## config.mk

```make
export PLATFORM = sky130hd
export DESIGN_NAME = seq_detect_param
export DESIGN_NICKNAME = d
export VERILOG_FILES = /design/src/rtl/seq_detect_param.sv
export SDC_FILE = /design/constraint.sdc
export NUM_CORES = 1
export LEC_CHECK = 0
export ABC_AREA = 1
export CAP_MARGIN = 20
export CORE_AREA = 8 8 45 47
export DETAILED_ROUTE_END_ITERATION = 12
export DIE_AREA = 0 0 53 55
export PLACE_DENSITY = 0.55
export SYNTH_ARGS = -nofsm -noshare
export SYNTH_HDL_FRONTEND = slang
export SYNTH_SLANG_ARGS = --single-unit
```

## constraint.sdc

```tcl
create_clock -name sys_clk -period 0.8 [get_ports sys_clk]
set_input_delay 0.08 -clock sys_clk [delete_from_list [all_inputs] [get_ports sys_clk]]
set_output_delay 0.08 -clock sys_clk [all_outputs]
set_load 0.05 [all_outputs]
```

## src/rtl/seq_detect_param.sv

```systemverilog
// seq_detect_param: parametrised serial pattern detector with KMP transitions and runtime overlap mode.
// Build macro SEQDET_MATCH_CNT_EN enables the saturating match counter; otherwise match_cnt is tied to 0.
module seq_detect_param #(
   parameter int unsigned       PAT_W   = 4,
   parameter logic [PAT_W-1:0]  PATTERN = 4'b1101,
   parameter int unsigned       CNT_W   = 8
) (
   input  logic             sys_clk,
   input  logic             sys_rst,
   input  logic             in_valid,
   input  logic             in,
   input  logic             overlap,
   input  logic             clr,
   output logic             out,
   output logic [CNT_W-1:0] match_cnt
);

   localparam int unsigned SW = $clog2(PAT_W + 1);

   function automatic logic pat_bit(input int unsigned i);
      return PATTERN[PAT_W-1-i];
   endfunction

   // Length of the longest pattern prefix that is a suffix of (first k pattern bits, then b).
   function automatic int unsigned ext_len(input int unsigned k, input logic b);
      logic [16:0] seq;
      logic        ok;
      seq    = '0;
      for (int unsigned i = 0; i < k; i++) seq[i] = pat_bit(i);
      seq[k] = b;
      for (int unsigned len = k + 1; len > 0; len--) begin
         ok = 1'b1;
         for (int unsigned j = 0; j < len; j++)
            if (seq[k + 1 - len + j] != pat_bit(j)) ok = 1'b0;
         if (ok) return len;
      end
      return 0;
   endfunction

   // Longest proper border of the whole pattern: the resume state after an overlapping match.
   function automatic int unsigned border_len();
      logic ok;
      for (int unsigned len = PAT_W - 1; len > 0; len--) begin
         ok = 1'b1;
         for (int unsigned j = 0; j < len; j++)
            if (pat_bit(PAT_W - len + j) != pat_bit(j)) ok = 1'b0;
         if (ok) return len;
      end
      return 0;
   endfunction

   localparam logic [SW-1:0] POST_OVL = SW'(border_len());
   localparam logic [SW-1:0] FULL     = SW'(PAT_W);

   logic [SW-1:0] cstate;
   logic [SW-1:0] nstate;
   logic [SW-1:0] ext0 [PAT_W];
   logic [SW-1:0] ext1 [PAT_W];
   logic [SW-1:0] ext_sel;
   logic          match_d;
   logic          out_q, out_d;

   for (genvar k = 0; k < PAT_W; k++) begin : g_tbl
      localparam int unsigned L0 = ext_len(k, 1'b0);
      localparam int unsigned L1 = ext_len(k, 1'b1);
      assign ext0[k] = SW'(L0);
      assign ext1[k] = SW'(L1);
   end

   always_ff @(posedge sys_clk or posedge sys_rst) begin
      if (sys_rst) begin
         cstate <= '0;
         out_q  <= 1'b0;
      end else begin
         cstate <= nstate;
         out_q  <= out_d;
      end
   end

   // A transition reaching FULL is the match; the FSM lands directly on the post-match state.
   always_comb begin
      ext_sel = '0;
      for (int unsigned k = 0; k < PAT_W; k++)
         if (cstate == SW'(k)) ext_sel = in ? ext1[k] : ext0[k];
      nstate  = cstate;
      match_d = 1'b0;
      if (clr) begin
         nstate = '0;
      end else if (in_valid) begin
         if (ext_sel == FULL) begin
            match_d = 1'b1;
            nstate  = overlap ? POST_OVL : '0;
         end else begin
            nstate = ext_sel;
         end
      end
   end

   always_comb begin
      out_d = match_d;
   end

   assign out = out_q;

`ifdef SEQDET_MATCH_CNT_EN
   logic [CNT_W-1:0] cnt_q, cnt_d;

   always_comb begin
      cnt_d = cnt_q;
      if (clr)
         cnt_d = '0;
      else if (match_d && (cnt_q != '1))
         cnt_d = cnt_q + 1'b1;
   end

   always_ff @(posedge sys_clk or posedge sys_rst) begin
      if (sys_rst) cnt_q <= '0;
      else         cnt_q <= cnt_d;
   end

   assign match_cnt = cnt_q;
`else
   assign match_cnt = '0;
`endif

endmodule
```

After elaboration in Yosys (flattened, before gate mapping)
Cells that the tools add are included.
Word-level totals
  bits in registers: 4
  output and inout port bits: 9
  logic and storage cells: 23
Operators by class
  multiplexer cells: 15
  reductions and logical operators: 2
  eq/ne operators: 4
Operator list (number)
  2-to-1 mux 3 bit: 7
  2-to-1 mux 1 bit: 7
  == test 3 x 2 -> 1 bit, second input constant: 2
  == test 3 x 1 -> 1 bit, second input constant: 1
  == test 3 bit, second input constant: 1
  zero test 3 bit: 1
  2-to-1 mux 2 bit: 1
  nonzero test 2 bit: 1

Logic depth before layout (Yosys ltp)
  word-level depth: 9
  depth in mapped cells: 5
  mapped depth without buffers: 5

Worst setup path before layout
No wires, ideal clock.
  kind: register -> register
  start: register cstate[1]
  end: register cstate[0]
  buffers on the path: 0
  arrival time: 625 ps
  clock period less this slack: 750 ps
  slack: 50 ps
  stages on the path, launching flop included: 5
  cells stage by stage: dfrtp_1 nand2_1 nand2_1 nand2_1 nand3_1
On the way
  word-level cells in the longest chain between the ends: 9
  elaborated cells between the ends (all ways): 12
  classes of those cells: eq/ne: 4; mux: 7; reduce/logical: 1
Ends and longest elaborated chain
  start, declared: line 55  | logic [SW-1:0] cstate;
  start signal, assigned: line 75  | cstate <= nstate;
  zero test 3 bit: line 84  | if (cstate == SW'(k)) ext_sel = in ? ext1[k] : ext0[k];
  2-to-1 mux 1 bit: line 84
  2-to-1 mux 3 bit (2 in a row): line 84
  2-to-1 mux 3 bit *: line 84
  == test 3 bit: line 90  | if (ext_sel == FULL) begin
  2-to-1 mux 3 bit *: line 90
  2-to-1 mux 3 bit *: line 89  | end else if (in_valid) begin
  2-to-1 mux 3 bit *: line 87  | if (clr) begin
Mark *: on every way between the ends. The rest lies on a longest branch, timed or not. The select of a mux whose other input is x is not followed.
A chain may end at the register's enable or synchronous reset.

Worst setup path after layout
  start: register out_q, in the netlist out
  end: output out
RTL lines
  start, declared: line 61  | logic out_q, out_d;
  start signal, assigned: line 76  | out_q <= out_d;
  end, declared: line 14  | output logic out,
No word-level cell between the ends.

==> flow_summary_export.csv <==
group,metric,value,unit
logic_synthesis,synth-simple-area-share,31.6,%
sta,rsz0062_at_grt,"true",
logic_synthesis,syn_inst,43,
power,max-vdd-ir-drop,0.401,mV
logic_synthesis,synth_top_area_cell,"dfrtp_1",
logic_synthesis,synth_top_family_by_area,"simple AND/OR/NAND/NOR gates",
routing,ant_nets,0,
routing,dr.pass1.iters,2,
cts,root_buffer,"clkbuf_4",
critical_path,crit_chain,"buf_12",
global_routing,grt_antenna_before_repair,0,
placement,dp.cells,64,
floorplan,core_area,1380,um2
power,leakage,0.201,nW
power,p_sw_share,33.9,%
power,pwr-share-seq,34.9,%
routing,num_vias,242,
critical_path,crit_type,"reg2out",
cts,cts_inserted_buffers,3,
power,p_int,417,uW
cells_and_area,fillers,157,
routing,vias_per_cell,3.56,
cts,clkSlewWorstSetupHoldPaths,40,ps
critical_path,worst-endpoint-required,720,ps
cells_and_area,drive_gt1_share,17.3,%
logic_synthesis,synth.area.top_cells,"dfrtp_1 35%, buf_4 21%, nand2_1 13%",
power,p_clk_share,40.1,%
floorplan,io-pin-count,15,
sta,setup_violations,2,
critical_path,crit_buf_inv,1,
floorplan,dieArea,2920,um2
placement,gp_congestion,0.707,
status,failed_checks,"negative setup slack",
cells_and_area,design_area,375,um2
power,powerDensity,1680,nW/um2
power,p_comb_share,25.0,%
cells_and_area,seqCellArea,100,um2
logic_synthesis,netlist-cell-type-count,10,
logic_synthesis,yosysWarnings,0,
job,cap_violations,0,
cells_and_area,nets,60,
routing,drc,0,
critical_path,end_kind,"output pin",
routing,drt_iter0_markers,1,
floorplan,fp-row-count,14,
global_routing,grt_max_degree,6,
cts,cts_sinks,4,
critical_path,worstPathArrival,770,ps
global_routing,track_usage,4.71,%
logic_synthesis,yosysTopAreaCellShare,35.1,%
placement,dpl_cell_area,342,um2
routing,routedWlPerCell,8.49,um
placement,dp_hpwl,469,um
global_routing,first_global_vias,245,
critical_path,slowest_delay,380,ps
sta,finalHoldViolCount,0,
status,status,"finished with violations",
logic_synthesis,yosys-mux-area-fraction,0,%
critical_path,start_kind,"register",
cells_and_area,num_antenna_cells,0,
cts,hold_buffers,0,
global_routing,grt_pass1_wl,910,um
cts,cts_tree,"done",
sta,drv_slew,0,
min_path,min_path_type,"in2async",
sta,clock.fmax,1180,MHz
sta,skew,2.69,ps
floorplan,chipWidth,53,um
logic_synthesis,syn_area_per_cell,6.63,um2
placement,port_buffers,6,
cts,insertion_delay,230,ps
routing,drt_wl_total,577,um
cells_and_area,stdcell_count,68,
logic_synthesis,synthAdderAreaFrac,0,%
floorplan,start_util,20.6,%
sta,layout_min_cycle_time,848,ps
critical_path,path_delay_family,"flip-flops",
cells_and_area,area_growth_syn_to_layout,31.6,%
global_routing,grt_overflow_total,0,
logic_synthesis,synth_seq_cells,4,
floorplan,die_h,55,um
cells_and_area,multiInputGateArea,130,um2
logic_synthesis,synth_area,285,um2
cts,clockBufferDepth,2,
sta,fin_crit_sh,106,%
critical_path,cp_max_fo,1,
critical_path,critPathSlowestCell,"dfrtp_1",
power,power.switching,214,uW
logic_synthesis,synth_xor_area_share,0,%
logic_synthesis,ys_seq_area_share,35.1,%
sta,worst_slack,-48.2,ps
sta,hold_slack,36.0,ps
logic_synthesis,synth_compound_area_share,1.75,%
cts,cts-htree-levels,1,
-- placed cells by master (no fill, tap or decap) --
master            n
nor2_2            2
nand2_1          10
dlygate4sd2_1     1
conb_1            8
nor3_1            2
nor2_1            5
buf_12            1
a21oi_1           1
inv_2             1
clkbuf_4          3
dfrtp_1           4
clkdlybuf4s50_1   4
inv_1             6
nand3_1           2
buf_4             1
nand2_2           1
-- Yosys cell counts --
cell type	instances
nand2_1	10
nor3_1	2
nand3_1	2
conb_1	1
nand2_2	1
nor2_1	7
a21oi_1	1
dfrtp_1	4
buf_4	8
inv_1	7
-- flip-flops by register name, indices dropped and copies added, names as in the netlist --
| register | count |
|---|---|
| cstate | 3 |
| out | 1 |
-- timing repair --
item	in CTS	in global routing
resized for setup	2	2
pin swaps	0	5
setup buffers	0	1
setup endpoints to repair	3	4
-- area by class of cell --
type                    count  area share (%)
repair buffers              7            20.3
well taps                  16            5.33
clock buffers               3            6.00
multi-input cells          31            34.7
inverters                   7            7.00
flip-flops and latches      4            26.7
-- power by group through the flow --
stage | Clock [mW] | Sequential [mW] | Combinational, mW
CTS | 0.267 | 0.220 | 0.151
finish | 0.253 | 0.220 | 0.158
global placement | 0 | 0.222 | 0.151
detailed placement | 0 | 0.223 | 0.152
global route | 0.284 | 0.221 | 0.171
floorplan | 0 | 0.221 | 0.147
-- layer usage --
layer	share of wire [%]	wire length [um]	GRT usage, %
met5	0	0	0
met4	4.5	26	7.76
met3	9.2	53	1.87
met2	46	266	6.05
met1	40	230	4.59
-- metrics by stage --
stage                     TNS, ps  worst slack [ps]  util (%)  power (mW)
after floorplan                 0              50.4         -       0.367
after global placement       -731              -262      24.7       0.373
after detailed placement     -735              -267      24.7       0.374
after CTS                   -71.3             -61.5      26.2       0.637
after global routing         -282             -98.8      27.1       0.676
final                       -61.5             -48.2      27.1       0.631
-- worst paths after layout --
check | start | to | slack (ps) | depth (start not counted)
max | out | out | -50 | 1
max in group asynchronous | sys_rst | cstate[1] | 610 | 2
min reg2reg | cstate[2] | cstate[2] | 520 | 2
min in group sys_clk | clr | cstate[2] | 220 | 2
min | sys_rst | cstate[2] | 40 | 2
max reg2reg | cstate[2] | cstate[0] | -10 | 5
-- cell families (layout without fill, tap and decap cells) --
logic type / count (synthesis) / in the layout
simple gates: 22 / 22
buf+inv: 15 / 17
flops: 4 / 4
other cells: 1 / 8
compound gates: 1 / 1
No activity file was read; power rests on OpenSTA's default activity.
